## src/rtl/seq_block_subtractor_pkg.sv

```systemverilog
// Shared types for the sequential block subtractor.
//   sub_state_t : controller state encoding (IDLE, RUN, DONE)
//   idx_width   : width of the slice index for a given slice count (never 0)
package sub_pkg;

    typedef enum logic [1:0] {
        IDLE = 2'd0,
        RUN  = 2'd1,
        DONE = 2'd2
    } sub_state_t;

    function automatic int idx_width(input int nblk);
        return (nblk > 1) ? $clog2(nblk) : 1;
    endfunction

endpackage

```

## src/rtl/seq_block_subtractor_if.sv

```systemverilog
// Operand/result handshake bundle for seq_block_subtractor.
//   in_valid/in_ready   : operand handshake (A, B, Bin)
//   out_valid/out_ready : result handshake (D, Bout, Ovf)
//   master : producer/consumer side, slave : subtractor side
interface seq_block_subtractor_if #(
    parameter int WIDTH = 16
);
    logic             in_valid;
    logic             in_ready;
    logic [WIDTH-1:0] A;
    logic [WIDTH-1:0] B;
    logic             Bin;
    logic             out_valid;
    logic             out_ready;
    logic [WIDTH-1:0] D;
    logic             Bout;
    logic             Ovf;

    modport master (
        output in_valid, A, B, Bin, out_ready,
        input  in_ready, out_valid, D, Bout, Ovf
    );

    modport slave (
        input  in_valid, A, B, Bin, out_ready,
        output in_ready, out_valid, D, Bout, Ovf
    );
endinterface

```

## src/rtl/seq_block_subtractor_sub_block.sv

```systemverilog
// Combinational BLOCK_W-bit slice subtractor.
//   i_a, i_b : slice operands      i_bin  : borrow into the slice
//   o_d      : slice difference    o_bout : borrow out of the slice
module sub_block #(
    parameter int BLOCK_W = 4
) (
    input  logic [BLOCK_W-1:0] i_a,
    input  logic [BLOCK_W-1:0] i_b,
    input  logic               i_bin,
    output logic [BLOCK_W-1:0] o_d,
    output logic               o_bout
);
    // One extra bit catches the borrow as the wrapped MSB.
    assign {o_bout, o_d} = {1'b0, i_a} - {1'b0, i_b} - {{BLOCK_W{1'b0}}, i_bin};
endmodule

```

## src/rtl/seq_block_subtractor.sv

```systemverilog
// Multi-cycle subtractor: D = A - B - Bin, one BLOCK_W-bit slice per clock,
// borrow registered between slices.
//   clk, rst_n : clock and asynchronous active-low reset
//   bus        : slave side of seq_block_subtractor_if (operands in, result out)
module seq_block_subtractor
    import sub_pkg::*;
#(
    parameter int WIDTH   = 16,
    parameter int BLOCK_W = 4
) (
    input  logic                   clk,
    input  logic                   rst_n,
    seq_block_subtractor_if.slave  bus
);
    localparam int NBLK  = WIDTH / BLOCK_W;
    localparam int IDX_W = idx_width(NBLK);
    localparam logic [IDX_W-1:0] LAST_IDX = IDX_W'(NBLK - 1);

    generate
        if (WIDTH % BLOCK_W != 0) begin : g_bad_block_w
            $error("seq_block_subtractor: WIDTH must be a multiple of BLOCK_W");
        end
    endgenerate

    sub_state_t                   r_state;
    logic [NBLK-1:0][BLOCK_W-1:0] r_a;
    logic [NBLK-1:0][BLOCK_W-1:0] r_b;
    logic [NBLK-1:0][BLOCK_W-1:0] r_d;
    logic                         r_borrow;
    logic                         r_bout;
    logic                         r_ovf;
    logic [IDX_W-1:0]             r_blk_idx;

    logic [BLOCK_W-1:0]           w_d;
    logic                         w_bout;
    logic                         w_a_msb;
    logic                         w_b_msb;

    assign w_a_msb = r_a[NBLK-1][BLOCK_W-1];
    assign w_b_msb = r_b[NBLK-1][BLOCK_W-1];

    sub_block #(.BLOCK_W(BLOCK_W)) u_slice (
        .i_a    (r_a[r_blk_idx]),
        .i_b    (r_b[r_blk_idx]),
        .i_bin  (r_borrow),
        .o_d    (w_d),
        .o_bout (w_bout)
    );

    always_ff @(posedge clk or negedge rst_n) begin
        if (!rst_n) begin
            r_state   <= IDLE;
            r_a       <= '0;
            r_b       <= '0;
            r_d       <= '0;
            r_borrow  <= 1'b0;
            r_bout    <= 1'b0;
            r_ovf     <= 1'b0;
            r_blk_idx <= '0;
        end else begin
            case (r_state)
                IDLE: begin
                    if (bus.in_valid) begin
                        r_a       <= bus.A;
                        r_b       <= bus.B;
                        r_borrow  <= bus.Bin;
                        r_blk_idx <= '0;
                        r_d       <= '0;
                        r_state   <= RUN;
                    end
                end
                RUN: begin
                    r_d[r_blk_idx] <= w_d;
                    r_borrow       <= w_bout;
                    if (r_blk_idx == LAST_IDX) begin
                        r_bout  <= w_bout;
                        // The top slice's difference MSB is the final D MSB.
                        r_ovf   <= (w_a_msb != w_b_msb) && (w_d[BLOCK_W-1] != w_a_msb);
                        r_state <= DONE;
                    end else begin
                        r_blk_idx <= r_blk_idx + IDX_W'(1);
                    end
                end
                DONE: begin
                    if (bus.out_ready) begin
                        r_state <= IDLE;
                    end
                end
                default: r_state <= IDLE;
            endcase
        end
    end

    assign bus.in_ready  = (r_state == IDLE);
    assign bus.out_valid = (r_state == DONE);
    assign bus.D         = r_d;
    assign bus.Bout      = r_bout;
    assign bus.Ovf       = r_ovf;

endmodule
```

## src/flat_wrapper.sv

```systemverilog
// flat-port wrapper written by rule: the top's interface ports become plain ports
module seq_block_subtractor_flat import sub_pkg::*;
#(
    parameter int WIDTH   = 16,
    parameter int BLOCK_W = 4
)
  (clk, rst_n, bus_in_valid, bus_A, bus_B, bus_Bin, bus_out_ready, bus_in_ready, bus_out_valid, bus_D, bus_Bout, bus_Ovf);
  seq_block_subtractor_if #(.WIDTH(WIDTH)) bus_i ();
  input  logic clk;
  input  logic rst_n;
  input wire logic [$bits(bus_i.in_valid)-1:0] bus_in_valid;
  input wire logic [$bits(bus_i.A)-1:0] bus_A;
  input wire logic [$bits(bus_i.B)-1:0] bus_B;
  input wire logic [$bits(bus_i.Bin)-1:0] bus_Bin;
  input wire logic [$bits(bus_i.out_ready)-1:0] bus_out_ready;
  output wire logic [$bits(bus_i.in_ready)-1:0] bus_in_ready;
  output wire logic [$bits(bus_i.out_valid)-1:0] bus_out_valid;
  output wire logic [$bits(bus_i.D)-1:0] bus_D;
  output wire logic [$bits(bus_i.Bout)-1:0] bus_Bout;
  output wire logic [$bits(bus_i.Ovf)-1:0] bus_Ovf;
  assign bus_i.in_valid = bus_in_valid;
  assign bus_i.A = bus_A;
  assign bus_i.B = bus_B;
  assign bus_i.Bin = bus_Bin;
  assign bus_i.out_ready = bus_out_ready;
  assign bus_in_ready = bus_i.in_ready;
  assign bus_out_valid = bus_i.out_valid;
  assign bus_D = bus_i.D;
  assign bus_Bout = bus_i.Bout;
  assign bus_Ovf = bus_i.Ovf;
  seq_block_subtractor #(.WIDTH(WIDTH), .BLOCK_W(BLOCK_W)) u_core (.clk(clk), .rst_n(rst_n), .bus(bus_i));
endmodule
```

## config.mk

```make
export PLATFORM = sky130hd
export DESIGN_NAME = seq_block_subtractor_flat
export DESIGN_NICKNAME = d
export VERILOG_FILES = /design/src/rtl/seq_block_subtractor_pkg.sv /design/src/rtl/seq_block_subtractor_if.sv /design/src/rtl/seq_block_subtractor_sub_block.sv /design/src/rtl/seq_block_subtractor.sv /design/src/flat_wrapper.sv
export SDC_FILE = /design/constraint.sdc
export NUM_CORES = 1
export LEC_CHECK = 0
export BUFFER_PORTS_ARGS = -buffer_cell sky130_fd_sc_hd__buf_2
export CAP_MARGIN = 20
export CORE_ASPECT_RATIO = 1.5
export CORE_MARGIN = 1
export CORE_UTILIZATION = 39
export CTS_CLUSTER_DIAMETER = 120
export DETAILED_ROUTE_END_ITERATION = 7
export PLACE_DENSITY = 0.6
export SLEW_MARGIN = 20
export SYNTH_ARGS = -nofsm -noshare
export SYNTH_HDL_FRONTEND = slang
export SYNTH_SLANG_ARGS = --single-unit
```

## constraint.sdc

```tcl
create_clock -name clk -period 3.4 [get_ports clk]
set_input_delay 0 -clock clk [delete_from_list [all_inputs] [get_ports clk]]
set_output_delay 0 -clock clk [all_outputs]
set_load 0.02 [all_outputs]
```

* Word level (Yosys, flattened, before mapping)
Index checks and enable logic that the tools add are counted.
** Operators by class
- Bitwise operators :: 0
- Shifts and indexed selects :: 0
- Multiply operators :: 0
- Add/sub/neg operators :: 3
- Eq/ne operators :: 9
- Reductions and logical operators :: 9
- Mux-type cells :: 18
- Div/mod/pow operators :: 0
- Order comparisons :: 2
** Operator list (number)
- $pmux W16 S2 :: 1
- $bmux W4 S2 :: 2
- $bwmux W16 :: 1
- $mux W16 :: 1
- $mux W4 :: 3
- $mux W2 :: 5
- $demux W4 S2 :: 1
- $ne A2 B2 Y1 const B :: 3
- $pmux W2 S3 :: 1
- $reduce_and A2 Y1 :: 3
- $reduce_and A3 Y1 :: 2
- $sub A4 B4 Y5 :: 1
- $sub A5 B1 Y5 :: 1
- $eq A2 B2 Y1 const B :: 2
- $pmux W2 S2 :: 1
- $lt A2 B3 Y1 const B :: 1
- $add A2 B1 Y2 const B :: 1
- $eq A2 B1 Y1 const B :: 1
- $ge A2 B1 Y1 const B :: 1
- $logic_and A1 B1 Y1 :: 2
- $logic_not A2 Y1 :: 1
- $ne A1 B1 Y1 :: 2
- $ne A2 B1 Y1 const B :: 1
- $pmux W1 S2 :: 1
- 2 further kinds :: 2
** Word-level totals
- RAM bits :: 0
- Memories :: 0
- Bits of input ports :: 37
- ROM bits :: 0
- Flip-flop bits (word level) :: 55
- Logic and storage cells :: 58
- Bits in latches :: 0

* Logic depth before layout (Yosys ltp)
Gate-level depths: netlist of run 1.
- Depth after elaboration :: 6
- Mapped depth :: 10
- Gate-level depth less buffers :: 9

* Hierarchy
From an unflattened synthesis of run 1, not the netlist that was laid out.
** Second synthesis, totals
- Cells, all modules :: 206
- Area, all modules :: 2872.8 µm²
** Modules (own cells, without submodules)
- seq_block_subtractor :: times used 1, area each 2665.1 µm², cells an instance 182
- sub_block :: times used 1, area each 207.7 µm², cells an instance 24

* Worst setup path after synthesis of run 1
Ideal clock, no wire load.
- Path kind :: register -> register
- Start point :: register u_core.r_blk_idx[0]
- End point :: register u_core.r_ovf, in the netlist u_core.bus.Ovf
- Path slack :: 0.328 ns
- Required time :: 3.276 ns
- Period minus slack after synthesis :: 3.072 ns
- Library setup time :: 0.124 ns
- Stages on the path, launching flop included :: 10
- Arrival :: 2.948 ns
- Path buffers :: 1
- Cells stage by stage :: dfrtp_1 -> buf_2 -> mux4_2 -> ha_1 -> inv_1 -> ha_1 -> or4b_1 -> o221a_2 -> and3_4 -> a211o_1
** On the way
- Longest elaborated chain between the ends :: 6
** RTL lines
- from (decl) :: line seq_block_subtractor.sv:32 : logic [IDX_W-1:0] r_blk_idx;
- from (signal assigned) :: line seq_block_subtractor.sv:81 : r_blk_idx <= r_blk_idx + IDX_W'(1);
- $bmux W4 S2 (on tied branches) :: line seq_block_subtractor.sv:43, seq_block_subtractor.sv:44
- $mux W4 (on tied branches) :: line seq_block_subtractor.sv:43, seq_block_subtractor.sv:44
- $sub A4 B4 Y5 :: line seq_block_subtractor_sub_block.sv:14 : assign {o_bout, o_d} = {1'b0, i_a} - {1'b0, i_b} - {{BLOCK_W{1'b0}}, i_bin};
- $sub A5 B1 Y5 :: line seq_block_subtractor_sub_block.sv:14
- $ne A1 B1 Y1 :: line seq_block_subtractor.sv:78 : r_ovf <= (w_a_msb != w_b_msb) && (w_d[BLOCK_W-1] != w_a_msb);
- $logic_and A1 B1 Y1 :: line seq_block_subtractor.sv:78
- to (signal assigned) :: line seq_block_subtractor.sv:78
- to (decl) :: line seq_block_subtractor.sv:31 : logic r_ovf;
Parallel ways exist; a longest one is shown, timed or not. The select of a mux whose other input is x is not followed.
A chain may end at the register's enable or synchronous reset.

* Worst setup path after layout of run 1
Ends and elaborated chain as after synthesis.

==> metrics, run 1 <==
crit share post-route=approximately nine tenths; worst r2r path cells=7; Final Max Slew Viols=0; maxcap violations=0; Post-synth EDFFs=0; Hold Crit Endpoint=u_core.r_borrow; Place WS=0.283 ns; reg2reg start=u_core.r_blk_idx[0]; Cell Area, Synth=0.00266 mm2; Hold Crit Class=in -> reg; final setup fails=0; Vias/cell=roughly 5.2; YS warnings=0; first-pass GRT wire length=roughly 9000 um; Synth top area share=around 52%; Core Footprint=between 0.006 and 0.007 mm2; htree depth=2; vias in the first global route=1906; final wirelength=between 5000 and 6000 um; CTS tree=yes; Clock power frac=between 10% and 20%; Post-synth top cells=55 x dfrtp_1, 32 x mux2_2, 15 x inv_1; Fin Clk Skew=0.00889 ns; ratio of cells with drive above 1 in the final layout=37.5%; main flop type after synthesis=dfrtp_1; synth-to-layout area growth=30.2%; Int Power=~2.3 mW; fmax=0.321 GHz; num rows=36; crit path DAT=3.31 ns; Hold Path Depth=4; die area=just over 0.007 mm2; gr ovfl total=0; clock latency on the worst-skew pair=0.31 ns; crit path kind=reg -> reg; post-synth cell types=42; RR Endpoint=u_core.bus.Ovf; Seq/Total Area, Yosys=between 50% and 60%; min-delay src=bus_Bin; Die Y=roughly 100 um; pin count of the biggest net entering global routing=56; crit start category=flip-flop; # diodes=0; Worst Path Required=~3.6 ns; Detail Route Antenna Nets=0; Pleak=~1.6 nW; DRC=0; top post-synthesis cells by area=dfrtp_1 52%, mux2_2 14%, mux4_2 5.9%, ha_1 3.8%, a22o_1 3.0%; kind of end point of the critical path=flip-flop; ys async rst share=100%; RSZ-0062 raised after global routing=false; Die X=~69 um; Sequential Power Share=a little over 30%; Max IR drop VDD=roughly 0.00064 V; Max-Slew Margin vs Limit=between 50% and 60%; Mapped Cells=206; Net Sw Frac=40.3%; Initial Util=between 40% and 50%; fin nets=about 350; Synthesized Nets=between 200 and 300; CTS clk-pin slew, worst paths=around 0.10 ns; DR WL/cell=14.7 um; fin crit period=about 3.1 ns; Placer Congestion=between 0.7 and 0.8; r2r setup slk=between 0.2 and 0.3 ns; status=complete, no violations; slew at the pin closest to its max-slew limit=0.691 ns; Via Count=between 1500 and 2000; post-DP HPWL=about 4000 um; # IOs=57; clock sinks=55; setup TNS=0 ns; GRT Util Overall=between 15 and 20%; Combinational Power Share=between 50% and 60%; post-route setup slack=roughly 0.28 ns; sw power=roughly 1.5 mW; initial antenna violation count=0; Mapped Avg Cell Area=approximately 13 um2; power density over the cells=approximately 1100 mW/mm2; 1st-iter DRT viols=67; most common cell in the netlist=dfrtp_1; PortBufs=56; Detailed Routing Iterations Pass 1=4; CTS buffer count=5; worst-path fanout max=11; #FFs+latches synth=between 50 and 60; CTS Buffer Depth=2; Root Driver=clkbuf_8; Synth area leader=dfrtp_1; fillers=approximately 570; Final Hold Vio Count=0
-- state kept, by name (all words and copies together) (netlist names) --
register and flops:
u_core.bus.Bout 1, u_core.bus.D 16, u_core.bus.Ovf 1, u_core.r_a 16, u_core.r_b 16, u_core.r_blk_idx 2, u_core.r_borrow 1, u_core.r_state 2
-- routing by layer --
layer  part of all wire [%]  wire length [um]  vias to the layer above  global-route usage, %
met5                      0                 0                        -                      0
met4                    1.3                71                        0                   5.18
met3                    3.6               200                        5                   2.93
met2                     52              2850                       55                   29.4
met1                     43              2400                      951                   20.4
li1                       -                 -                      925                      -
-- metrics by stage --
step | cells | util [%] | power, mW | hold slack (ns) | instance area [um2]
2_1_floorplan | 206 | - | 2.84 | -0.296 | 2660
3_3_place_gp | 333 | 46.1 | 3.33 | 0.176 | 3010
3_5_place_dp | 333 | 46.1 | 3.39 | 0.170 | 3010
4_1_cts | 375 | 53.0 | 3.84 | 0.141 | 3460
5_1_grt | 375 | 53.0 | 4.11 | 0.163 | 3460
6_report | 375 | 53.0 | 3.80 | 0.137 | 3460
-- critical path: stages (launching register included) --
cell and delay, ns:
dfrtp_1 0.64, mux4_2 0.58, fa_1 0.42, ha_1 0.32, or4b_1 0.47, o221a_2 0.14, and3_4 0.19, a211o_1 0.26
-- cells in the final DEF, fill, tap and decap left out, types with 2 or more instances in the layout --
master         instances
inv_1                 15
a31oi_1                2
buf_4                  4
dlygate4sd3_1         35
o21ai_0                5
a21oi_1                6
buf_2                 56
nor2_1                 9
nand2_1                8
nor3b_1                2
a22o_2                 3
and2_1                 5
o22ai_1                2
dfrtp_1               55
fa_1                   2
mux2_2                32
mux4_2                 7
clkbuf_8               5
mux2i_1                2
a22o_1                 9
nor2b_1                6
ha_1                   8
-- timing repair --
item / CTS / global route
buffers inserted: 0 / 0
hold endpoints to repair: 89 / 0
hold buffers: 35 / 0
gates resized for setup: 0 / 0
-- kinds of logic (layout without fill, tap and decap cells) --
family / after synthesis / after routing / share of synthesized area, %
buf+inv: 24 / 117 / 4.19
mux: 41 / 41 / 20.2
flops: 55 / 55 / 51.7
fa+ha+maj: 10 / 10 / 5.27
xor+xnor: 1 / 1 / 0.329
compound gates: 36 / 36 / 10.1
simple gates: 39 / 39 / 8.18
-- power groups by stage --
| stage | Sequential, mW | Combinational, mW | Clock, mW |
|---|---|---|---|
| 4_1_cts | 1.18 | 2.23 | 0.429 |
| 5_1_grt | 1.22 | 2.44 | 0.454 |
| 6_report | 1.18 | 2.20 | 0.419 |
| 3_3_place_gp | 1.19 | 2.14 | 0 |
| 3_5_place_dp | 1.20 | 2.20 | 0 |
| 2_1_floorplan | 1.17 | 1.66 | 0 |
-- final cells by class --
type	count	area, um2	share of cell area (%)
Multi-Input combinational cell	127	1170	33.9
Tap cell	76	95.1	2.75
Timing Repair Buffer	95	661	19.1
Inverter	15	56.3	1.63
Clock buffer	6	72.6	2.10
Clock inverter	1	30.0	0.867
Sequential cell	55	1380	39.7
-- worst max-delay path by stage --
stage	from	endpoint	slack, ns	depth (start not counted)
after detailed placement	u_core.r_blk_idx[0]	u_core.bus.Ovf	0.28	7
after CTS	u_core.r_blk_idx[0]	u_core.bus.Ovf	0.27	7
final	u_core.r_blk_idx[0]	u_core.bus.Ovf	0.28	7
after global routing	u_core.r_blk_idx[0]	u_core.bus.Ovf	0.09	9
after global placement	u_core.r_blk_idx[0]	u_core.bus.Ovf	0.33	8
after floorplan	u_core.r_blk_idx[0]	u_core.bus.Ovf	0.33	9
(Power assumes the default switching activity.)
==> run 2, diff against run 1 <==
--- a/config.mk
+++ b/config.mk
@@ -5,6 +5,7 @@
 export SDC_FILE = /design/constraint.sdc
 export NUM_CORES = 1
 export LEC_CHECK = 0
+export ABC_AREA = 1
 export BUFFER_PORTS_ARGS = -buffer_cell sky130_fd_sc_hd__buf_2
 export CAP_MARGIN = 20
 export CORE_ASPECT_RATIO = 1.5
==> metrics, run 2 <==
Core Footprint=0.00653 mm2 (unchanged); Cell Area, Synth=0.00266 mm2 (about the same); PortBufs=56 (unchanged); Hold WS=0.0410 ns (-0.0961 ns); Max IR drop VDD=0.000488 V (-24%); maxcap violations=0 (unchanged); slew at the pin closest to its max-slew limit=0.562 ns (-0.129 ns); DRC=0 (unchanged); Die Y=103 um (about the same); Sequential Power Share=31.8% (+0.8 points); sw power=1.70 mW (+11%); initial antenna violation count=0 (unchanged); post-DP HPWL=3910 um (-1.2%); Net Sw Frac=45.7% (+5.4 points); Post-synth top cells=55 x dfrtp_1, 37 x nand2_1, 26 x mux2_1; fin nets=379 (+9.5%); status=complete, no violations; Post-synth EDFFs=0 (unchanged); Critical-path top delay cell=dfrtp_1; # diodes=0 (unchanged); r2r setup slk=0.75 ns (+0.46 ns); Seq/Total Area, Yosys=51.8% (about the same); ratio of cells with drive above 1 in the final layout=27.0% (-10 points); fmax=0.377 GHz (+18%); Final Max Slew Viols=0 (unchanged); crit path DAT=2.85 ns (-0.46 ns); synth-to-layout area growth=28.8%; fin crit period=2.65 ns (-0.465 ns); Vias/cell=4.88 (-5.6%); Detail Route Antenna Nets=0 (unchanged); worst r2r path cells=10 (+3); most common cell after layout, fill and taps aside=buf_2; CTS buffer count=5 (unchanged); Pleak=1.68 nW (+2.9%); gr ovfl total=0 (unchanged); Mapped Avg Cell Area=10.9 um2 (-15%); worst setup path start=u_core.r_blk_idx[0]; Synthesized Nets=290 (+15%); # IOs=57 (unchanged); Placer Congestion=0.764 (+4.3%); first-pass GRT wire length=9320 um (+0.89%); Worst Path Required=3.59 ns (about the same); Max-Slew Margin vs Limit=62.5% (+8.6 points); most frequent cells in the layout=56 x buf_2, 55 x dfrtp_1, 37 x nand2_1; final wirelength=5430 um (-1.7%); Mapped Cells=243 (+18%); Synth area leader=dfrtp_1; crit path kind=reg -> reg; CTS tree=yes; ys async rst share=100% (unchanged); GRT Util Overall=16.6% (+0.12 points); Via Count=1994 (+3.0%); htree depth=2 (unchanged); DR WL/cell=13.3 um (-9.8%); worst-path fanout max=21 (+10); die area=0.00716 mm2 (about the same); Final Hold Vio Count=0 (unchanged); final setup fails=0 (unchanged); Clock power frac=12.1% (+1.1 points); RR Endpoint=u_core.bus.Bout; #FFs+latches synth=55 (unchanged); Int Power=2.02 mW (-11%); reg2reg start=u_core.r_blk_idx[0]; Hold Crit Class=in -> reg; post-synth cell types=27 (-36%); pin count of the biggest net entering global routing=47 (-16%); fillers=589 (+3.5%); Fin Clk Skew=0.00696 ns (-0.00194 ns); 1st-iter DRT viols=77 (+15%); setup TNS=0 ns (unchanged); Die X=69.4 um (about the same); CP cell instances=inv_2 -> nand2_1 -> a32o_1 -> fa_1 -> inv_1 -> fa_1 -> nand2_1 -> a21oi_1 -> xnor2_1 -> o21ai_0; Root Driver=clkbuf_8; Max stage delay on crit path=0.59 ns (-0.05 ns); top post-synthesis cells by area=dfrtp_1 52%, mux2_1 11%, nand2_1 5.2%, o21ai_0 4.0%, ha_1 3.8%; Synth top area share=51.8% (about the same); number of setup buffers added after CTS=0 (unchanged); CTS clk-pin slew, worst paths=0.10 ns (about the same); CTS Buffer Depth=2 (unchanged); RSZ-0062 raised after global routing=false; crit start category=flip-flop; main flop type after synthesis=dfrtp_1; num rows=36 (unchanged); YS warnings=0 (unchanged); Reg area=0.00138 mm2 (unchanged); Initial Util=40.7% (about the same); clock latency on the worst-skew pair=0.31 ns (about the same); Worst Setup EP=u_core.bus.Bout; power density over the cells=1090 mW/mm2 (-1.1%); most common cell in the netlist=dfrtp_1; crit share post-route=78.0% (-14 points); kind of end point of the critical path=flip-flop; vias in the first global route=2030 (+6.5%); clock sinks=55 (unchanged); Hold Path Depth=4 (unchanged); multi-input logic area=0.00114 mm2 (-2.9%); Combinational Power Share=56.1% (-1.9 points); Detailed Routing Iterations Pass 1=4 (unchanged)
-- run 2: cell count changes in the layout (fill, tap and decap cells not counted), sizes merged, moves of 6 or more --
cell / change
nand2: +36
nand3: +15
nor2: +7
nor2b: -6
o21ai: +24
mux4: -7
a22o: -12
-- run 2: cell families (layout without fill, tap and decap cells) --
family	count (synthesis)	after routing	share of synthesized area, %
XOR/XNOR	1	1	0.330
AO/OA/AOI/OAI	43	43	9.42
AND/OR/NAND/NOR	76	76	14.7
adder cells (fa/ha/maj)	10	10	5.27
flip-flops	55	55	51.8
buffers and inverters	27	117	5.37
multiplexers	31	31	13.1
-- run 2: power groups by stage --
stage	clock, mW	combinational [mW]	sequential [mW]
final	0.450	2.09	1.18
after global routing	0.483	2.34	1.22
after CTS	0.470	2.12	1.19
after detailed placement	0	2.08	1.20
after global placement	0	2.05	1.19
after floorplan	0	1.62	1.20
-- run 2: layout make-up --
| class | count | share of cell area [%] |
|---|---|---|
| repair buffers | 91 | 18.3 |
| inverters | 18 | 1.97 |
| flip-flops and latches | 55 | 40.2 |
| multi-input cells | 161 | 33.3 |
| clock buffers | 6 | 2.41 |
| well taps | 76 | 2.78 |
| clock inverters | 2 | 1.02 |
-- run 2: critical path: cells and delay by family, from the launching register on --
family	cells	cell delay, ns
xor+xnor	1	0.16
simple gates	2	0.17
compound gates	3	0.52
fa+ha+maj	2	0.62
flops	1	0.59
buf+inv	2	0.47
-- run 2: repair_timing --
item,CTS,global route
hold endpoints to repair,54,0
hold buffers,34,0
resized for setup,0,0
-- run 2: per-stage QoR --
step	worst slack [ns]	cells	area, um2	total power [mW]	util, %
2_1_floorplan	1.00	243	2660	2.82	-
3_3_place_gp	0.854	367	2970	3.24	45.4
3_5_place_dp	0.730	367	2970	3.28	45.4
4_1_cts	0.725	409	3420	3.77	52.4
5_1_grt	0.483	409	3420	4.05	52.4
6_report	0.748	409	3420	3.72	52.4
-- run 2: worst min path at each step --
stage,to,start
after floorplan,u_core.bus.Bout,rst_n
after global placement,u_core.bus.D[5],rst_n
after detailed placement,u_core.bus.D[5],rst_n
after CTS,u_core.r_borrow,bus_Bin
after global routing,u_core.r_borrow,bus_Bin
final,u_core.r_borrow,bus_Bin
-- run 2: per-layer routing --
metal  global-route usage (%)  share of wire, %
met2                     30.8                53
met3                     2.74               2.7
met1                     18.8                42
met5                        0                 0
met4                     7.22               1.7
==> run 3, diff against run 2 <==
==> constraint.sdc (replaced) <==
create_clock -name clk -period 2.6 [get_ports clk]
set_input_delay 0 -clock clk [delete_from_list [all_inputs] [get_ports clk]]
set_output_delay 0 -clock clk [all_outputs]
set_load 0.02 [all_outputs]
==> metrics, run 3 (synthesis results as in run 2) <==
worst-path fanout max=13 (-38%); Hold Path Depth=4 (unchanged); min-delay src=bus_Bin; final setup fails=0 (unchanged); Core Footprint=0.00653 mm2 (unchanged); Max-Slew Margin vs Limit=61.8% (-0.71 points); DRC=0 (unchanged); power density over the cells=1410 mW/mm2 (+29%); CTS clk-pin slew, worst paths=0.09 ns (about the same); Die Y=103 um (unchanged); post-DP HPWL=3970 um (+1.6%); Detailed Routing Iterations Pass 1=4 (unchanged); RR Endpoint=u_core.bus.Bout; synth-to-layout area growth=29.3%; r2r setup slk=0.28 ns (-0.47 ns); Max IR drop VDD=0.000563 V (+15%); kind of end point of the critical path=flip-flop; setup TNS=0 ns (unchanged); fmax=0.431 GHz (+14%); RSZ-0062 raised after global routing=false; # diodes=0 (unchanged); Pleak=1.69 nW (+0.57%); DR WL/cell=13.2 um (-0.18%); Final Hold Vio Count=0 (unchanged); Worst Path Required=2.79 ns (-0.80 ns); slew at the pin closest to its max-slew limit=0.573 ns (+0.0106 ns); die area=0.00716 mm2 (unchanged); crit share post-route=89.2% (+11 points); Final Max Slew Viols=0 (unchanged); num rows=36 (unchanged); most frequent cells in the layout=56 x buf_2, 55 x dfrtp_1, 37 x nand2_1; clock sinks=55 (unchanged); Root Driver=clkbuf_8; GRT Util Overall=16.1% (-0.53 points); crit start category=flip-flop; crit path DAT=2.51 ns (-0.34 ns); gr ovfl total=0 (unchanged); Hold Crit Class=in -> reg; Via Count=1997 (+0.15%); 1st-iter DRT viols=54 (-30%); Initial Util=40.7% (unchanged); reg2reg start=u_core.r_blk_idx[0]; Hold Crit Endpoint=u_core.r_borrow; crit path kind=reg -> reg; Hold WS=0.0414 ns (+0.000356 ns); CTS tree=yes; Fin Clk Skew=0.00376 ns (-0.00320 ns); Detail Route Antenna Nets=0 (unchanged); fillers=598 (+1.5%); worst r2r path cells=11 (+1); status=complete, no violations; # IOs=57 (unchanged); vias in the first global route=1953 (-3.8%); htree depth=2 (unchanged); number of setup buffers added after CTS=0 (unchanged); CTS Buffer Depth=2 (unchanged); initial antenna violation count=0 (unchanged); PortBufs=56 (unchanged); most common cell after layout, fill and taps aside=buf_2; final wirelength=5470 um (+0.79%); Die X=69.4 um (unchanged); Vias/cell=4.84 (-0.82%); ratio of cells with drive above 1 in the final layout=27.6% (+0.57 points); fin crit period=2.32 ns (-0.333 ns); Placer Congestion=0.754 (-1.3%); CTS buffer count=5 (unchanged); fin nets=383 (+1.1%); maxcap violations=0 (unchanged); clock latency on the worst-skew pair=0.31 ns (about the same); first-pass GRT wire length=9030 um (-3.2%); CTS resizes=0 (unchanged); pin count of the biggest net entering global routing=47 (unchanged)
run 3: worst max-delay path: stages (launching register included):
cell and delay, ns:
dfrtp_1 0.40, inv_2 0.17, buf_4 0.21, nand2_1 0.06
o21ai_0 0.10, a21oi_1 0.10, ha_1 0.28, inv_1 0.04
ha_1 0.36, a21oi_1 0.21, xnor2_1 0.18, o21ai_0 0.11
run 3: how the worst max path moves through the flow:
stage	startpoint	to	cells past startpoint
4_1_cts	u_core.r_blk_idx[0]	u_core.bus.Bout	11
2_1_floorplan	u_core.r_blk_idx[0]	u_core.bus.Ovf	14
6_report	u_core.r_blk_idx[0]	u_core.bus.Bout	11
3_5_place_dp	u_core.r_blk_idx[0]	u_core.bus.Bout	11
3_3_place_gp	u_core.r_blk_idx[0]	u_core.bus.Bout	11
5_1_grt	u_core.r_blk_idx[0]	u_core.bus.Bout	10
run 3: per-layer routing:
layer | vias up | wire, um | GRT usage, %
li1 | 998 | - | -
met1 | 950 | 2230 | 17.7
met2 | 38 | 2970 | 30.8
met3 | 11 | 171 | 2.93
met4 | 0 | 99 | 6.12
met5 | - | 0 | 0
run 3: stage by stage:
stage / std cells / utilization [%] / power (mW) / area [um2] / setup WS (ns)
5_1_grt: 413 / 52.6 / 5.26 / 3440 / 0.0980
4_1_cts: 413 / 52.6 / 4.92 / 3440 / 0.248
3_5_place_dp: 371 / 45.9 / 4.35 / 3000 / 0.289
3_3_place_gp: 371 / 45.9 / 4.28 / 3000 / 0.305
6_report: 413 / 52.6 / 4.83 / 3440 / 0.280
2_1_floorplan: 243 / - / 3.69 / 2660 / 0.202
run 3: power by group:
group          leakage (nW)  internal, mW  total (mW)  switching (mW)
logic                 0.964          1.11        2.84            1.73
registers             0.673          1.26        1.49           0.226
clock network        0.0515         0.243       0.503           0.260
total                  1.69          2.61        4.83            2.22
run 3: area by class of cell:
class                      count  area [um2]  share of cell area [%]
sequential                    55        1380                    40.1
inverter                      18        67.6                    1.97
multi-input combinational    161        1140                    33.1
timing repair buffer          95         658                    19.2
tap                           76        95.1                    2.77
clock buffer                   8         100                    2.91
run 3: repair_timing:
| action | 4_1_cts | 5_1_grt |
|---|---|---|
| hold endpoints to repair | 58 | 0 |
| endpoints found under the setup margin | 0 | 0 |
| hold buffers | 34 | 0 |
